`src/rtl/siso_ctrl_pkg.sv`:
```
// Shared types and helpers for the SISO shift-register sequencer.
package siso_ctrl_pkg;

    localparam int unsigned DefaultWidth = 8;
    localparam int unsigned DefaultDepth = 4;
    localparam int unsigned MaxWidth     = 32;

    typedef enum logic [1:0] {
        StIdle  = 2'd0,
        StShift = 2'd1,
        StFlush = 2'd2,
        StDone  = 2'd3
    } state_e;

    // Bit 'index' of a width-bit word, counted from the end that is sent first.
    function automatic logic bit_sel(input logic [MaxWidth-1:0] word,
                                     input int unsigned         index,
                                     input bit                  msb_first,
                                     input int unsigned         width);
        logic [4:0] pos;
        if (msb_first) begin
            pos = 5'(width - 1 - index);
        end else begin
            pos = 5'(index);
        end
        return word[pos];
    endfunction

endpackage

```
`src/rtl/siso_bit_counter.sv`:
```
// Loadable up-counter for the global shift-cycle index, with terminal-count
// flags at the last data bit (WIDTH-1) and the last flush cycle (WIDTH+DEPTH-1).
module siso_bit_counter
    import siso_ctrl_pkg::*;
#(
    parameter int unsigned WIDTH = DefaultWidth,
    parameter int unsigned DEPTH = DefaultDepth,
    parameter int unsigned CntW  = $clog2(WIDTH + DEPTH + 1)
) (
    input  logic            clk_i,
    input  logic            rst_ni,
    input  logic            clr_i,
    input  logic            en_i,
    output logic [CntW-1:0] count_o,
    output logic            tc_word_o,
    output logic            tc_total_o
);

    localparam logic [CntW-1:0] TcWord  = CntW'(WIDTH - 1);
    localparam logic [CntW-1:0] TcTotal = CntW'(WIDTH + DEPTH - 1);

    logic [CntW-1:0] count_q, count_d;

    // Clear has priority over increment.
    always_comb begin
        count_d = count_q;
        if (clr_i) begin
            count_d = '0;
        end else if (en_i) begin
            count_d = count_q + CntW'(1);
        end
    end

    // Counter register.
    always_ff @(posedge clk_i or negedge rst_ni) begin
        if (!rst_ni) begin
            count_q <= '0;
        end else begin
            count_q <= count_d;
        end
    end

    assign count_o    = count_q;
    assign tc_word_o  = (count_q == TcWord);
    assign tc_total_o = (count_q == TcTotal);

endmodule

```
`src/rtl/siso_shift_ctrl.sv`:
```
// Sequencer for a DEPTH-stage serial-in/serial-out shift register: accepts a
// parallel word, shifts it in, flushes the pipeline and reassembles the bits
// returned on Serial_OUT. All outputs are registered.
// Optional: define SISO_LOOPBACK_CHECK_EN to add the Mismatch/Error ports that
// compare the returned word against the word that was sent.
module siso_shift_ctrl
    import siso_ctrl_pkg::*;
#(
    parameter int unsigned WIDTH     = DefaultWidth,
    parameter int unsigned DEPTH     = DefaultDepth,
    parameter bit          MSB_FIRST = 1'b1
) (
    input  logic             CLK,
    input  logic             RST_N,
    input  logic [WIDTH-1:0] Tx_Data,
    input  logic             Tx_Valid,
    output logic             Tx_Ready,
    output logic             Serial_IN,
    output logic             Load,
    input  logic             Serial_OUT,
    output logic [WIDTH-1:0] Rx_Data,
    output logic             Rx_Valid,
    output logic             Busy
`ifdef SISO_LOOPBACK_CHECK_EN
    ,
    output logic             Mismatch,
    output logic             Error
`endif
);

    localparam int unsigned CntW = $clog2(WIDTH + DEPTH + 1);

    state_e           state_q, state_d;
    logic             tx_ready_q, load_q, busy_q, serial_in_q, rx_valid_q;
    logic             serial_in_d, shifting_d;
    logic [WIDTH-1:0] tx_word_q, tx_word_d;
    logic [WIDTH-1:0] rx_sr_q, rx_sr_d;
    logic [WIDTH-1:0] rx_data_q, rx_data_d;
    logic             accept, capture, cnt_clr, cnt_en;
    logic [CntW-1:0]  count;
    logic             tc_word, tc_total;

    assign accept  = Tx_Valid && tx_ready_q;
    assign cnt_en  = (state_q == StShift) || (state_q == StFlush);
    assign cnt_clr = accept || (state_q == StDone);
    // Samples before g = DEPTH are stale register contents.
    assign capture = cnt_en && (32'(count) >= DEPTH);

    siso_bit_counter #(
        .WIDTH (WIDTH),
        .DEPTH (DEPTH),
        .CntW  (CntW)
    ) u_bit_counter (
        .clk_i      (CLK),
        .rst_ni     (RST_N),
        .clr_i      (cnt_clr),
        .en_i       (cnt_en),
        .count_o    (count),
        .tc_word_o  (tc_word),
        .tc_total_o (tc_total)
    );

    // Next-state logic.
    always_comb begin
        state_d = state_q;
        unique case (state_q)
            StIdle:  if (accept) state_d = StShift;
            StShift: if (tc_word) state_d = StFlush;
            StFlush: if (tc_total) state_d = StDone;
            StDone:  state_d = StIdle;
            default: state_d = StIdle;
        endcase
    end

    // Datapath next values; outputs are computed one cycle ahead so they can be registered.
    always_comb begin
        shifting_d  = (state_d == StShift) || (state_d == StFlush);
        tx_word_d   = accept ? Tx_Data : tx_word_q;
        serial_in_d = 1'b0;
        if (accept) begin
            serial_in_d = bit_sel(MaxWidth'(Tx_Data), 0, MSB_FIRST, WIDTH);
        end else if ((state_q == StShift) && !tc_word) begin
            serial_in_d = bit_sel(MaxWidth'(tx_word_q), 32'(count) + 1, MSB_FIRST, WIDTH);
        end
        rx_sr_d = rx_sr_q;
        if (capture) begin
            if (MSB_FIRST) begin
                rx_sr_d = WIDTH'({rx_sr_q, Serial_OUT});
            end else begin
                rx_sr_d = WIDTH'({Serial_OUT, rx_sr_q} >> 1);
            end
        end
        rx_data_d = (state_d == StDone) ? rx_sr_d : rx_data_q;
    end

    // State and registered outputs.
    always_ff @(posedge CLK or negedge RST_N) begin
        if (!RST_N) begin
            state_q     <= StIdle;
            tx_ready_q  <= 1'b0;
            load_q      <= 1'b0;
            busy_q      <= 1'b0;
            serial_in_q <= 1'b0;
            rx_valid_q  <= 1'b0;
            tx_word_q   <= '0;
            rx_sr_q     <= '0;
            rx_data_q   <= '0;
        end else begin
            state_q     <= state_d;
            tx_ready_q  <= (state_d == StIdle);
            load_q      <= shifting_d;
            busy_q      <= shifting_d;
            serial_in_q <= serial_in_d;
            rx_valid_q  <= (state_d == StDone);
            tx_word_q   <= tx_word_d;
            rx_sr_q     <= rx_sr_d;
            rx_data_q   <= rx_data_d;
        end
    end

    assign Tx_Ready  = tx_ready_q;
    assign Load      = load_q;
    assign Busy      = busy_q;
    assign Serial_IN = serial_in_q;
    assign Rx_Valid  = rx_valid_q;
    assign Rx_Data   = rx_data_q;

`ifdef SISO_LOOPBACK_CHECK_EN
    logic mismatch_q, mismatch_d, error_q, error_d;

    // Compare the reassembled word against the sent word as it is presented.
    always_comb begin
        mismatch_d = (state_d == StDone) && (rx_sr_d != tx_word_q);
        error_d    = error_q || mismatch_d;
    end

    // Mismatch pulses with Rx_Valid; Error is sticky until reset.
    always_ff @(posedge CLK or negedge RST_N) begin
        if (!RST_N) begin
            mismatch_q <= 1'b0;
            error_q    <= 1'b0;
        end else begin
            mismatch_q <= mismatch_d;
            error_q    <= error_d;
        end
    end

    assign Mismatch = mismatch_q;
    assign Error    = error_q;
`endif

endmodule

```
`config.mk`:
```
export PLATFORM = sky130hd
export DESIGN_NAME = siso_shift_ctrl
export DESIGN_NICKNAME = d
export VERILOG_FILES = /design/src/rtl/siso_ctrl_pkg.sv /design/src/rtl/siso_bit_counter.sv /design/src/rtl/siso_shift_ctrl.sv
export SDC_FILE = /design/constraint.sdc
export NUM_CORES = 1
export LEC_CHECK = 0
export CAP_MARGIN = 15
export CORE_AREA = 2 2 59 61
export CTS_BUF_LIST = sky130_fd_sc_hd__clkbuf_16
export DETAILED_ROUTE_END_ITERATION = 10
export DIE_AREA = 0 0 61 63
export PLACE_DENSITY = 0.87
export SLEW_MARGIN = 20
export SYNTH_ARGS = -nofsm -noshare
export SYNTH_HDL_FRONTEND = slang
export SYNTH_SLANG_ARGS = --single-unit
```
`constraint.sdc`:
```
create_clock -name CLK -period 2.3 [get_ports CLK]
set_input_delay 0.345 -clock CLK [delete_from_list [all_inputs] [get_ports CLK]]
set_output_delay 0.345 -clock CLK [all_outputs]
set_load 0.02 [all_outputs]
```
Yosys cells after proc, flatten, opt, wreduce, memory -nomap -nowiden --
Index checks and enable logic that the tools add are counted.
Cells by class: order comparisons 3, add/subtract/negate cells 3, reduce and logical (&&, ||, !) cells 10, multiplexer cells 16, equal/unequal tests 8
Operators with widths (count):
- 5-bit 2-to-1 mux | 3
- 5-bit by 6-bit < comparator with 1-bit output (second input constant) | 2
- 1-bit binary-select mux with 5-bit select | 2
- 2-bit equality test (second input constant) | 4
- 4-bit 2-to-1 mux | 2
- 8-bit 2-to-1 mux | 1
- 2-bit case mux with 4 select lines | 1
- 2-bit 2-to-1 mux | 3
- 4-bit by 1-bit adder with 5-bit output (second input constant) | 1
- 3-bit by 5-bit subtractor with 5-bit output (first input constant) | 1
- 4-bit by 1-bit adder with 4-bit output (second input constant) | 1
- 2-bit by 1-bit equality test with 1-bit output (second input constant) | 2
- 4-bit by 3-bit equality test with 1-bit output (second input constant) | 1
- 4-bit equality test (second input constant) | 1
- 4-bit by 3-bit greater-or-equal comparator with 1-bit output (second input constant) | 1
- 2-bit zero test | 2
- 1-bit 2-to-1 mux | 4
- 1-bit logical AND | 3
- 1-bit logical OR | 3
- 2-bit nonzero test | 1
- 1-bit zero test | 1
Storage, ports and cells: output and inout port bits 13, word-level logic and storage cells 49, bits in registers 34, bits of input ports 12

Depth between registers and ports, before layout --
Gate-level depths: netlist of run 1.
word-level depth 9, gate-level depth with buffers 8

By module --
Synthesis of run 1 repeated with hierarchy kept, for this count alone.
Second synthesis, totals: cells, all modules 112, area, all modules 1597.8 sq um
Modules (own cells, without submodules):
- siso_shift_ctrl | cells each 93, instances 1, sequential area each 750.7 sq um, area an instance 1388.8 sq um
- siso_bit_counter | cells each 19, instances 1, sequential area each 100.1 sq um, area an instance 209.0 sq um

Worst setup path before layout of run 1 --
OpenSTA, ideal clock, no wires.
path kind register to register, from register u_bit_counter.count_q[1] (netlist: u_bit_counter.count_o[1]), to register rx_data_q[0] (netlist: Rx_Data[0]), cell stages (with the launch flop) 8, library setup time 0.125 ns, arrival 1.957 ns, clock period less this slack 2.083 ns, path buffers 1, slack 0.217 ns, path through dfrtp_1 -> ha_1 -> nand4b_1 -> o21ai_0 -> o21a_1 -> ha_1 -> buf_1 -> mux2_4
On the way: longest elaborated chain between the ends 4
Ends and longest elaborated chain:
- start, declared | line siso_bit_counter.sv:22 | logic [CntW-1:0] count_q, count_d;
- start signal, assigned | line siso_bit_counter.sv:39 | count_q <= count_d;
- 4-bit equality test / 4-bit by 3-bit equality test with 1-bit output (equally long branches) | line siso_bit_counter.sv:45, siso_bit_counter.sv:44
- 2-bit 2-to-1 mux (on tied branches) | line siso_shift_ctrl.sv:69, siso_shift_ctrl.sv:68
- 2-bit case mux with 4 select lines * | line siso_shift_ctrl.sv:66 | unique case (state_q)
- named net state_d[0] | line siso_shift_ctrl.sv:33 | state_e state_q, state_d;
- 2-bit equality test * | line siso_shift_ctrl.sv:93 | rx_data_d = (state_d == StDone) ? rx_sr_d : rx_data_q;
- end signal, assigned | line siso_shift_ctrl.sv:117 | rx_data_q <= rx_data_d;
- end, declared | line siso_shift_ctrl.sv:38 | logic [WIDTH-1:0] rx_data_q, rx_data_d;
The timed path passes the listed nets; every way through them passes the cells marked *. A chain may end at the register's enable or synchronous reset.

Worst setup path in the final report of run 1 --
Ends and elaborated chain as after synthesis.

==> qor.yml, run 1 <==
max_cap_violations: 0
fin_skew_ns: 0.005052
dp.cells: 201
grt_max_degree: 35
crit_top_cell: "ha_1"
start_util_pct: 50.64
num_vias: 1071
layout-area-overhead-vs-synth_pct: 29.59
drt_first_iter_violations: 23
place.gp.congestion: 0.7283
whs_ns: 0.4808
maxSlewHeadroom_pct: 71.11
ctsRootBufferMaster: "clkbuf_16"
cp.required_ns: 2.45
synth_cells: 133
use_met1_pct: 22.91
critPathBufInv: 1
setup_viol: 0
layout-drive-gt1-share_pct: 17.79
die_y_microns: 63
cts_buffers: 5
cts_max_level: 2
design.core.area_sq_um: 3232
fill_cells: 237
syn_nets: 155
cts.sinks: 34
start_kind: "flip-flop"
postCtsResizedCells: 0
globalRoute.busiestLayer: "met2"
crit_chain: "ha_1 -> nand3b_1 -> a211o_1 -> o21a_1 -> ha_1 -> buf_12 -> mux2_4"
worst-setup-path-type: "reg2reg"
p_leak_nw: 1.017
crit_fanout: 8
grt_usage_pct: 17.96
status: "completed"
tightest_slew_ns: 0.4333
clk_pin_slew_ns: 0.05
final_cell_mix: "dfrtp_1 (34), nand2_1 (27), clkdlybuf4s50_1 (24), mux2_4 (16), ha_1 (10)"
dp_hpwl_mm: 1.967
power_w: 0.002571
routed_wl_mm: 2.960
clk_path_buf_depth: 2
multi_input_area_sq_um: 718.2
seq_area_frac_synth_pct: 51.99
drc: 0
grt_pass1_vias: 1103
final_cells: 209
setup_ws_ns: 0.1444
peakVddDrop_v: 0.0006565
dp_worst_setup_slack_ns: 0.1486
antenna_found_initial: 0
vias_per_cell: 5.124
wl_per_cell_microns: 14.16
min-delay-path-class: "reg2reg"
tns_ns: 0
synth.distinct_cells: 30
drv_slew: 0
ant_nets: 0
globalRouteMet2Util_pct: 28.23
cp-end-kind: "flip-flop"
die_w_microns: 61
seq_area_sq_um: 850.8
overflow: 0
cts_tree: "yes"
grt_pass1_wl_mm: 5.099
ys_ff_latch: 34
synthTopCellsByArea: "dfrtp_1 (52%), mux2_4 (15%), ha_1 (7.6%), nand2_1 (6.2%), mux2i_1 (2.4%)"
power_density_nw_per_um2: 1212
drt-pass1-iter-count: 4
cp_top_family: "adder cells"
portBuffers: 24
nets: 184
hold_buffers: 0
diodes: 0
ioPinCount: 25
clk_latency_ns: 0.27
synth_area_sq_um: 1637
arrival_ns: 2.31
hold_viol: 0
min_period_ns: 2.156
period_share_pct: 93.72
gr-usage-met3_pct: 3.106
avgSynthCellArea_sq_um: 12.31
cp_slowest_cell: "dfrtp_1"
layout_commonest_cell: "dfrtp_1"
timing.fmax_mhz: 463.9
yosys_warnings: 0
yosysTopAreaCell: "dfrtp_1"
synth_top_area_share_pct: 51.99
rsz0062_at_grt: "false"
dieArea_sq_um: 3843
num_rows: 21
post_cts_buffers: 0
cpPeakStageDelay_ns: 0.44
[final cells by class]
type | count | area share (%)
clock inverters | 3 | 3.009
flip-flops and latches | 34 | 40.12
repair buffers | 28 | 13.33
inverters | 6 | 1.062
clock buffers | 5 | 5.900
multi-input cells | 87 | 33.86
well taps | 46 | 2.714
[cell families (layout without fill, tap and decap cells)]
kind of cell,Yosys count,count (layout),share of synthesized area (%)
AOI/OAI and AO/OA,12,12,6.039
xor gates and xnor gates,3,3,1.606
adders and majority gates,10,10,7.645
buffers and inverters,12,42,4.128
DFF,34,34,51.99
muxes,20,20,17.13
and+or+nand+nor,42,42,11.47
[synthesized netlist by cell type (all sizes together)]
| cell | instances |
|---|---|
| o21ai | 4 |
| nand2 | 27 |
| nor2b | 1 |
| a31oi | 1 |
| nand4b | 2 |
| nand3b | 1 |
| a211o | 1 |
| and3 | 1 |
| a221oi | 1 |
| o21a | 2 |
| mux2i | 4 |
| nand3 | 1 |
| nor3 | 4 |
| a2111oi | 1 |
| nand4 | 1 |
| a21oi | 1 |
| ha | 10 |
| mux2 | 16 |
| o41ai | 1 |
| inv | 6 |
| clkbuf | 1 |
| xnor2 | 1 |
| buf | 5 |
| nor2 | 3 |
| xor2 | 2 |
| and2 | 1 |
| dfrtp | 34 |
[worst reg2reg max path, stage by stage, from the launching register on]
cell and delay [ns]:
dfrtp_1 0.44, ha_1 0.33, nand3b_1 0.14, a211o_1 0.33, o21a_1 0.14, ha_1 0.22
buf_12 0.15, mux2_4 0.29
[flip-flops by register name (all words and copies together), names as in the netlist]
register,count
tx_word_q,8
Busy,1
Serial_IN,1
Tx_Ready,1
Rx_Data,8
state_q,2
Rx_Valid,1
u_bit_counter.count_o,4
rx_sr_q,8
[metal layers]
layer,routed length [microns],vias to the layer above
li1,-,503
met1,1272,537
met2,1531,24
met3,77,7
met4,78,0
met5,0,-
[where the power goes]
part / switching, W / total, W / internal (W)
Clock: 0.000237 / 0.000853 / 0.000616
Sequential: 0.000125 / 0.000905 / 0.000780
Combinational: 0.000412 / 0.000812 / 0.000401
[stage by stage]
step                cell area, sq um  utilization [%]
floorplan                       1637                -
global placement                1932            59.78
detailed placement              1932            59.78
CTS                             2121            65.62
global route                    2121            65.62
finish                          2121            65.62
[final timing paths]
check                                         startpoint  slack (ns)  cells past startpoint            to
worst max register to register  u_bit_counter.count_o[1]        0.14                      7    Rx_Data[0]
worst min register to register              tx_word_q[7]        0.48                      2  tx_word_q[7]
worst min-delay path                        tx_word_q[7]        0.48                      2  tx_word_q[7]
max in group asynchronous                          RST_N        1.51                      2    rx_sr_q[4]
worst max-delay path            u_bit_counter.count_o[1]        0.14                      7    Rx_Data[0]
min in group asynchronous                          RST_N        0.49                      2  tx_word_q[0]
(Power assumes the default switching activity.)
==> run 2: changes to the inputs <==
--- a/config.mk
+++ b/config.mk
@@ -7,9 +7,11 @@
 export LEC_CHECK = 0
 export CAP_MARGIN = 15
-export CORE_AREA = 2 2 59 61
+export CELL_PAD_IN_SITES_DETAIL_PLACEMENT = 2
+export CELL_PAD_IN_SITES_GLOBAL_PLACEMENT = 2
+export CORE_AREA = 2 2 72 74
 export CTS_BUF_LIST = sky130_fd_sc_hd__clkbuf_16
 export DETAILED_ROUTE_END_ITERATION = 10
-export DIE_AREA = 0 0 61 63
-export PLACE_DENSITY = 0.87
+export DIE_AREA = 0 0 74 76
+export PLACE_DENSITY = 0.86
 export SLEW_MARGIN = 20
 export SYNTH_ARGS = -nofsm -noshare
==> constraint.sdc (replaced) <==
create_clock -name CLK -period 2.3 [get_ports CLK]
set_input_delay 0.345 -clock CLK [delete_from_list [all_inputs] [get_ports CLK]]
set_output_delay 0.345 -clock CLK [all_outputs]
set_load 0.005 [all_outputs]
==> run 2 against run 1 <==
Net effect: utilization down 22 points; worst setup slack worse by 0.0021 ns; cell count up 12%; combinational power down 3.9%; clock power down 13%; clock-buffer cell count unchanged; clock skew down 0.0018 ns; register-to-register slack about the same; critical path depth unchanged.
==> qor.yml, run 2 (synthesis results as in run 1) <==
min-delay-path-class: "in2async"  # was reg2reg
final_cells: 234  # was 209
worst-setup-path-type: "reg2reg"  # unchanged
cts_max_level: 2  # unchanged
post_cts_buffers: 0  # unchanged
die_y_microns: 76  # was 63 microns
cpPeakStageDelay_ns: 0.43  # was 0.44 ns
postCtsResizedCells: 0  # unchanged
portBuffers: 24  # unchanged
drc: 0  # unchanged
dp_hpwl_mm: 2.712  # was 1.967 mm
start_kind: "flip-flop"  # unchanged
cts.sinks: 34  # unchanged
ctsRootBufferMaster: "clkbuf_16"  # unchanged
period_share_pct: 93.81  # was 93.72%
clk_latency_ns: 0.28  # was 0.27 ns
drt_first_iter_violations: 49  # was 23
grt_pass1_wl_mm: 6.203  # was 5.099 mm
final_cell_mix: "dfrtp_1 (34), nand2_1 (27), clkdlybuf4s50_1 (24), mux2_4 (16), ha_1 (10)"  # unchanged
rsz0062_at_grt: "false"  # unchanged
ant_nets: 0  # unchanged
dieArea_sq_um: 5624  # was 3843 sq um
p_leak_nw: 1.013  # was 1.017 nW
cts_tree: "yes"  # unchanged
clk_pin_slew_ns: 0.05  # about the same
routed_wl_mm: 3.695  # was 2.960 mm
tightest_slew_ns: 0.4325  # was 0.4333 ns
min_period_ns: 2.158  # was 2.156 ns
cp.required_ns: 2.46  # was 2.45 ns
layout_commonest_cell: "dfrtp_1"  # unchanged
dp.cells: 227  # was 201
maxSlewHeadroom_pct: 71.17  # was 71.11%
power_density_nw_per_um2: 1134  # was 1212 nW/um^2
max_cap_violations: 0  # unchanged
ff2ff_path_depth: 7  # unchanged
drt-pass1-iter-count: 2  # was 4
num_rows: 26  # was 21
num_vias: 1093  # was 1071
overflow: 0  # unchanged
arrival_ns: 2.32  # was 2.31 ns
power_w: 0.002421  # was 0.002571 W
crit_fanout: 8  # unchanged
antenna_found_initial: 0  # unchanged
grt_pass1_vias: 1257  # was 1103
place.gp.congestion: 0.8037  # was 0.7283
cp_slowest_cell: "dfrtp_1"  # unchanged
setup_viol: 0  # unchanged
grt_usage_pct: 14.73  # was 17.96%
layout-drive-gt1-share_pct: 18.29  # was 17.79%
timing.fmax_mhz: 463.5  # was 463.9 MHz
nets: 186  # was 184
crit_chain: "ha_1 -> nand3b_1 -> a211o_1 -> o21a_1 -> ha_1 -> buf_12 -> mux2_4"  # unchanged
peakVddDrop_v: 0.0004286  # was 0.0006565 V
hold_buffers: 0  # unchanged
die_w_microns: 74  # was 61 microns
diodes: 0  # unchanged
status: "completed"  # unchanged
fin_skew_ns: 0.003225  # was 0.005052 ns
hold_viol: 0  # unchanged
dp_worst_setup_slack_ns: -0.0006544  # was 0.1486 ns
vias_per_cell: 4.671  # was 5.124
drv_slew: 0  # unchanged
crit_top_cell: "ha_1"  # unchanged
r2r_setup_slack_ns: 0.14  # about the same
cp-startpoint: "u_bit_counter.count_o[1]"  # unchanged
cts_buffers: 5  # unchanged
start_util_pct: 33.32  # was 50.64%
grt_max_degree: 35  # unchanged
design.core.area_sq_um: 4912  # was 3232 sq um
cp-end-kind: "flip-flop"  # unchanged
layout-area-overhead-vs-synth_pct: 30.50  # was 29.59%
fin_util_pct: 43.48  # was 65.62%
ioPinCount: 25  # unchanged
wl_per_cell_microns: 15.79  # was 14.16 microns
tns_ns: 0  # unchanged
clk_path_buf_depth: 2  # unchanged
setup_ws_ns: 0.1424  # was 0.1444 ns
r2r_start: "u_bit_counter.count_o[1]"  # unchanged
run 2: cell count changes in the layout (fill, tap and decap cells not counted):
cell / change
buf_4: +2
bufinv_16: -1
run 2: final cells by class:
type | instances | area [sq um]
clock inverter | 2 | 33.78
sequential | 34 | 850.8
multi-input combinational | 87 | 718.2
fill | 494 | 2776
inverter | 6 | 22.52
timing repair buffer | 30 | 297.8
clock buffer | 5 | 125.1
tap | 70 | 87.58
run 2: metrics by stage:
| step | instance area [sq um] | hold slack (ns) |
|---|---|---|
| floorplan | 1637 | 0.04941 |
| global placement | 1977 | 0.4614 |
| detailed placement | 1977 | 0.4710 |
| CTS | 2136 | 0.4878 |
| global route | 2136 | 0.5116 |
| finish | 2136 | 0.4762 |
run 2: layer usage:
| layer | GRT usage (%) | wire length [microns] | part of all wire (%) |
|---|---|---|---|
| met2 | 23.84 | 1909 | 52 |
| met5 | 0 | 0 | 0 |
| met1 | 17.60 | 1520 | 41 |
| met3 | 4.762 | 194 | 5.3 |
| met4 | 6.364 | 70 | 1.9 |
run 2: power breakdown:
| part | switching [W] | total, W | leakage (nW) | internal [W] |
|---|---|---|---|---|
| registers | 0.000124 | 0.000904 | 0.445 | 0.000780 |
| clock network | 0.000238 | 0.000738 | 0.0773 | 0.000500 |
| logic | 0.000373 | 0.000780 | 0.491 | 0.000406 |
| total | 0.000734 | 0.00242 | 1.01 | 0.00169 |
run 2: critical path: cells and delay by family, from the launching register on:
kind                       cells  cell delay (ns)
muxes                          1             0.30
DFF                            1             0.43
buffers and inverters          1             0.15
adders and majority gates      2             0.53
AOI/OAI and AO/OA              2             0.48
and+or+nand+nor                1             0.15
run 2: final timing paths:
| check | to |
|---|---|
| max | Rx_Data[3] |
| min | Tx_Ready |
| max reg2reg | Rx_Data[3] |
| min reg2reg | tx_word_q[6] |
| max in group asynchronous | state_q[1] |
| min in group CLK | tx_word_q[6] |
